File: src/rtl/uart_pkg.sv
// uart_pkg: shared parity-mode encodings, rx frame-check FSM states and data-width limits
package uart_pkg;
  localparam logic [1:0] PAR_EVEN  = 2'b00;
  localparam logic [1:0] PAR_ODD   = 2'b01;
  localparam logic [1:0] PAR_MARK  = 2'b10;
  localparam logic [1:0] PAR_SPACE = 2'b11;
  localparam int DW_MIN = 5;
  localparam int DW_MAX = 9;
  typedef enum logic [2:0] {S_IDLE, S_DATA, S_PAR, S_STOP1, S_STOP2} state_t;
  function automatic logic exp_parity(input logic [1:0] mode, input logic acc);
    return mode == PAR_EVEN ? acc : mode == PAR_ODD ? ~acc : mode == PAR_MARK;
  endfunction
endpackage

File: src/rtl/uart_sat_counter.sv
// uart_sat_counter: saturating event counter (clk, rst async low, increment, clear wins, count)
module uart_sat_counter #(
  parameter int CNT_WIDTH = 8
) (
  input  logic                 clk,
  input  logic                 rst,
  input  logic                 increment,
  input  logic                 clear,
  output logic [CNT_WIDTH-1:0] count
);
  always_ff @(posedge clk or negedge rst)
    if (!rst) count <= '0;
    else if (clear) count <= '0;
    else if (increment && !(&count)) count <= count + 1'b1;
endmodule

File: src/rtl/uart_rx_frame_check.sv
// uart_rx_frame_check: per-bit parity/stop checker with per-frame flags and saturating error counters
module uart_rx_frame_check
  import uart_pkg::*;
#(
  parameter int DATA_WIDTH = 8,
  parameter int CNT_WIDTH  = 8
) (
  input  logic                 clk,
  input  logic                 rst,
  input  logic                 frame_start,
  input  logic                 bit_valid,
  input  logic                 sampled_bit,
  input  logic                 par_en,
  input  logic [1:0]           par_mode,
  input  logic                 two_stop,
  input  logic                 clr_err,
  output logic                 busy,
  output logic                 frame_done,
  output logic                 par_error,
  output logic                 stop_error,
  output logic [CNT_WIDTH-1:0] par_err_cnt,
  output logic [CNT_WIDTH-1:0] stop_err_cnt
);
  localparam int BW = $clog2(DATA_WIDTH);
  if (DATA_WIDTH < DW_MIN || DATA_WIDTH > DW_MAX) begin : g_bad_width
    $error("uart_rx_frame_check: DATA_WIDTH out of range");
  end
  state_t         state, next;
  logic [BW-1:0]  cnt;
  logic           acc, par_flag, stop_flag, stop_nxt, fin;
  logic           cfg_par_en, cfg_two_stop;
  logic [1:0]     cfg_mode;
  always_ff @(posedge clk or negedge rst)
    if (!rst) state <= S_IDLE;
    else state <= next;
  always_comb begin
    next = state;
    fin  = 1'b0;
    if (frame_start) next = S_DATA;
    else if (bit_valid)
      case (state)
        S_DATA:  next = cnt == BW'(DATA_WIDTH - 1) ? (cfg_par_en ? S_PAR : S_STOP1) : S_DATA;
        S_PAR:   next = S_STOP1;
        S_STOP1: begin
          next = cfg_two_stop ? S_STOP2 : S_IDLE;
          fin  = !cfg_two_stop;
        end
        S_STOP2: begin
          next = S_IDLE;
          fin  = 1'b1;
        end
        default: next = state;
      endcase
  end
  assign busy     = state != S_IDLE;
  assign stop_nxt = stop_flag | ((state == S_STOP1 || state == S_STOP2) && bit_valid && !sampled_bit);
  always_ff @(posedge clk or negedge rst)
    if (!rst) begin
      cnt          <= '0;
      acc          <= 1'b0;
      par_flag     <= 1'b0;
      stop_flag    <= 1'b0;
      cfg_par_en   <= 1'b0;
      cfg_two_stop <= 1'b0;
      cfg_mode     <= PAR_EVEN;
      frame_done   <= 1'b0;
      par_error    <= 1'b0;
      stop_error   <= 1'b0;
    end else begin
      frame_done <= fin;
      if (fin) begin
        par_error  <= par_flag;
        stop_error <= stop_nxt;
      end
      if (frame_start) begin
        cnt          <= '0;
        acc          <= 1'b0;
        par_flag     <= 1'b0;
        stop_flag    <= 1'b0;
        cfg_par_en   <= par_en;
        cfg_two_stop <= two_stop;
        cfg_mode     <= par_mode;
      end else if (bit_valid) begin
        if (state == S_DATA) begin
          acc <= acc ^ sampled_bit;
          cnt <= cnt + 1'b1;
        end
        if (state == S_PAR) par_flag <= sampled_bit != exp_parity(cfg_mode, acc);
        if (state == S_STOP1 || state == S_STOP2) stop_flag <= stop_nxt;
      end
    end
  uart_sat_counter #(.CNT_WIDTH(CNT_WIDTH)) u_par_cnt (
    .clk(clk), .rst(rst), .increment(fin && par_flag), .clear(clr_err), .count(par_err_cnt)
  );
  uart_sat_counter #(.CNT_WIDTH(CNT_WIDTH)) u_stop_cnt (
    .clk(clk), .rst(rst), .increment(fin && stop_nxt), .clear(clr_err), .count(stop_err_cnt)
  );
endmodule

File: config.mk
export PLATFORM = sky130hd
export DESIGN_NAME = uart_rx_frame_check
export DESIGN_NICKNAME = d
export VERILOG_FILES = /design/src/rtl/uart_pkg.sv /design/src/rtl/uart_sat_counter.sv /design/src/rtl/uart_rx_frame_check.sv
export SDC_FILE = /design/constraint.sdc
export NUM_CORES = 1
export LEC_CHECK = 0
export ABC_CLOCK_PERIOD_IN_PS = 2600
export BUFFER_PORTS_ARGS = -buffer_cell sky130_fd_sc_hd__buf_2
export CORE_ASPECT_RATIO = 1.4
export CORE_UTILIZATION = 56
export DETAILED_ROUTE_END_ITERATION = 7
export PLACE_DENSITY = 0.79
export SLEW_MARGIN = 20
export SYNTH_ARGS = -nofsm -noshare
export SYNTH_HDL_FRONTEND = slang
export SYNTH_HIERARCHICAL = 1
export SYNTH_SLANG_ARGS = --single-unit
File: constraint.sdc
create_clock -name clk -period 2.6 [get_ports clk]
set_input_delay 0.13 -clock clk [delete_from_list [all_inputs] [get_ports clk]]
set_output_delay 0.13 -clock clk [all_outputs]
set_load 0.01 [all_outputs]
==> results.cfg <==
[status]
status = finished clean

[yosys]
yosysTopAreaCell = dfrtp_1
syn_area_sq_um = 1840
ys_seq_elements = 32
yosysMostFrequentCell = dfrtp_1
ys.warnings.count = 6
synthCells = 165
syn-num-nets = 179
synth_flop_cell = dfrtp_1
synth_area_leaders = dfrtp_1 44%, mux2_4 7.4%, mux2i_1 3.3%, nor2_1 3.1%, nor2b_1 3.1%
synth_edf_count = 0
seq_area_frac_synth = 0.436
synth_top_area_frac = 0.436
syn_avg_cell_area_sq_um = 11.1
ys_types = 42
async_reset_ff_frac = 1.00
synth_common_cells = 32 x dfrtp_1, 15 x nor2_1, 9 x mux2_4, 9 x nor2b_1, 8 x a21oi_1

[setup_path]
critPathKind = reg2reg
worst-path-max-fanout = 11
required_ns = 2.76
startpoint_type = flop
arrival_ns = 2.50
end_kind = flop

[clock_network]
clock_sinks = 32
htree_levels = 2
post_cts_resized = 0
hold_buffers = 1
numCtsBuffers = 5
clkLatencyLatePin_ns = 0.28
cts_buffer_depth = 2
post-cts-setup-buffer-count = 0
cts_tree = built
cts-root-buf = clkbuf_8
clk_pin_slew_worst_paths_ns = 0.06

[floorplanning]
start_util = 0.589
coreArea_sq_um = 3120
die_h_um = 69.8
dieArea_sq_um = 3520
io_pins = 30
fp-row-count = 24
die_w_um = 50.4

[drt]
drt_iter0_drc = 31
drt-total-wl_um = 3550
wire_per_inst_um = 15.1
vias_per_cell = 5.98
dr.pass1.iters = 4
vias = 1406
drc = 0
ant_nets = 0

[power_and_ir_drop]
p_leak_nw = 0.949
switchingPower_mw = 0.213
p_comb_frac = 0.067
p_per_area_nw_per_um2 = 464
ir_drop_mv = 0.400
seqPwrFrac = 0.535
p_int_mw = 0.754
pwr-share-clk = 0.398
p_sw_frac = 0.221

[timing]
fin_crit_ns = 2.34
finalHoldViolCount = 0
drv_slew = 0
rsz0062_at_grt = false
setup_violations = 0
relSlewSlack = 0.528
fin_crit_sh = 0.900
fin_skew_ns = 0.00492
tns_ns = 0
clock.fmax_ghz = 0.427
worst_slew_pin_slew_ns = 0.708

[grt]
grt_use_total = 0.219
overflow = 0
antenna_found_initial = 0
grt_pass1_vias = 1332
grt_start_max_net_pins = 33
grt_pass1_wl_um = 5830

[hold_path]
hold_path.class = in2reg

[finish]
diodes = 0
fin_nets = 209
final_util = 0.668
drive_gt1_frac = 0.337
area_growth_pct = 13.5

[place]
place.gp.congestion = 0.772
hpwl_um = 2530
port_buffers = 29

[flow_run]
max_cap_violations = 0
[through the flow]
step / area (sq um) / total power, mW / worst slack (ns) / cells / hold WS (ns)
2_1_floorplan: 1840 / 0.563 / 0.260 / 165 / -0.166
3_3_place_gp: 1990 / 0.587 / 0.396 / 226 / 0.219
3_5_place_dp: 1990 / 0.591 / 0.305 / 226 / 0.222
4_1_cts: 2090 / 0.976 / 0.286 / 235 / 0.0816
5_1_grt: 2090 / 1.01 / 0.168 / 235 / 0.0794
6_report: 2090 / 0.967 / 0.259 / 235 / 0.0847
[cells by family after synthesis]
family	after synthesis	synth area share
compound gates	32	0.139
mux	19	0.131
xor+xnor	3	0.0143
simple gates	63	0.214
fa+ha+maj	4	0.0272
buf+inv	12	0.0395
flops	32	0.436
[worst paths after layout]
kind	from	to	slack [ns]	depth (start not counted)
max in group asynchronous	rst	cnt[0]$_DFFE_PN0P_	1.70	2
max reg2reg	state[2]$_DFFE_PN0P_	u_par_cnt/count[5]$_DFFE_PN0P_	0.26	6
min reg2reg	par_error$_DFFE_PN0P_	par_error$_DFFE_PN0P_	0.51	1
max	state[2]$_DFFE_PN0P_	u_par_cnt/count[5]$_DFFE_PN0P_	0.26	6
min in group asynchronous	rst	u_stop_cnt/count[0]$_DFFE_PN0P_	0.44	2
min	par_en	cfg_par_en$_DFFE_PN0P_	0.08	2
[cell usage in the layout, fill, tap and decap left out, types with 2 or more instances in the layout]
cell type	instances
dfrtp_1	32
buf_2	29
nor2_1	15
nor2b_1	9
mux2_4	9
a21oi_1	8
mux2i_1	6
clkbuf_8	6
nand2b_1	5
mux2_2	4
ha_1	4
and4_1	4
nand4_1	4
nand2_1	4
a21oi_2	4
inv_1	3
and4bb_2	3
o21ai_0	3
xnor2_1	3
and3_1	3
nor3_1	3
a211oi_1	3
or3_1	2
clkbuf_1	2
buf_4	2
and3_2	2
a21boi_2	2
nand3_1	2
nor4bb_1	2
a41oi_1	2
a211oi_2	2
a21boi_0	2
a311oi_1	2
[worst max-delay path, stage by stage, from the launching register on]
cell and delay [ns]:
dfrtp_1 0.50, or3b_4 0.43, a211oi_4 0.24, and2_1 0.27, nand4_1 0.19, a211oi_2 0.28, mux2_4 0.32
[routing by layer]
metal / up-vias / GRT usage / wire, um
met5: - / 0 / 0
met4: 0 / 0.0957 / 72
met3: 7 / 0.0592 / 154
met2: 42 / 0.367 / 1860
met1: 692 / 0.257 / 1460
li1: 665 / - / -
[area by class of cell]
class                   instances  area (sq um)
repair buffers                 32           170
well taps                      39          48.8
fillers                       251          1040
multi-input cells             121           965
inverters                       3          11.3
clock buffers                   8          90.1
flip-flops and latches         32           801
[flip-flops by register name, indices dropped and copies added (netlist names)]
name              count
cnt                   3
u_stop_cnt/count      8
frame_done            1
state                 3
cfg_two_stop          1
stop_flag             1
acc                   1
cfg_mode              2
stop_error            1
par_error             1
par_flag              1
u_par_cnt/count       8
cfg_par_en            1
[power by group through the flow]
| stage | Clock (mW) | Combinational [mW] | Sequential [mW] |
|---|---|---|---|
| after floorplan | 0 | 0.0382 | 0.524 |
| final | 0.385 | 0.0650 | 0.517 |
| after detailed placement | 0 | 0.0648 | 0.526 |
| after global routing | 0.420 | 0.0734 | 0.518 |
| after global placement | 0 | 0.0616 | 0.525 |
| after CTS | 0.392 | 0.0663 | 0.517 |
No activity file was read; power rests on OpenSTA's default activity.
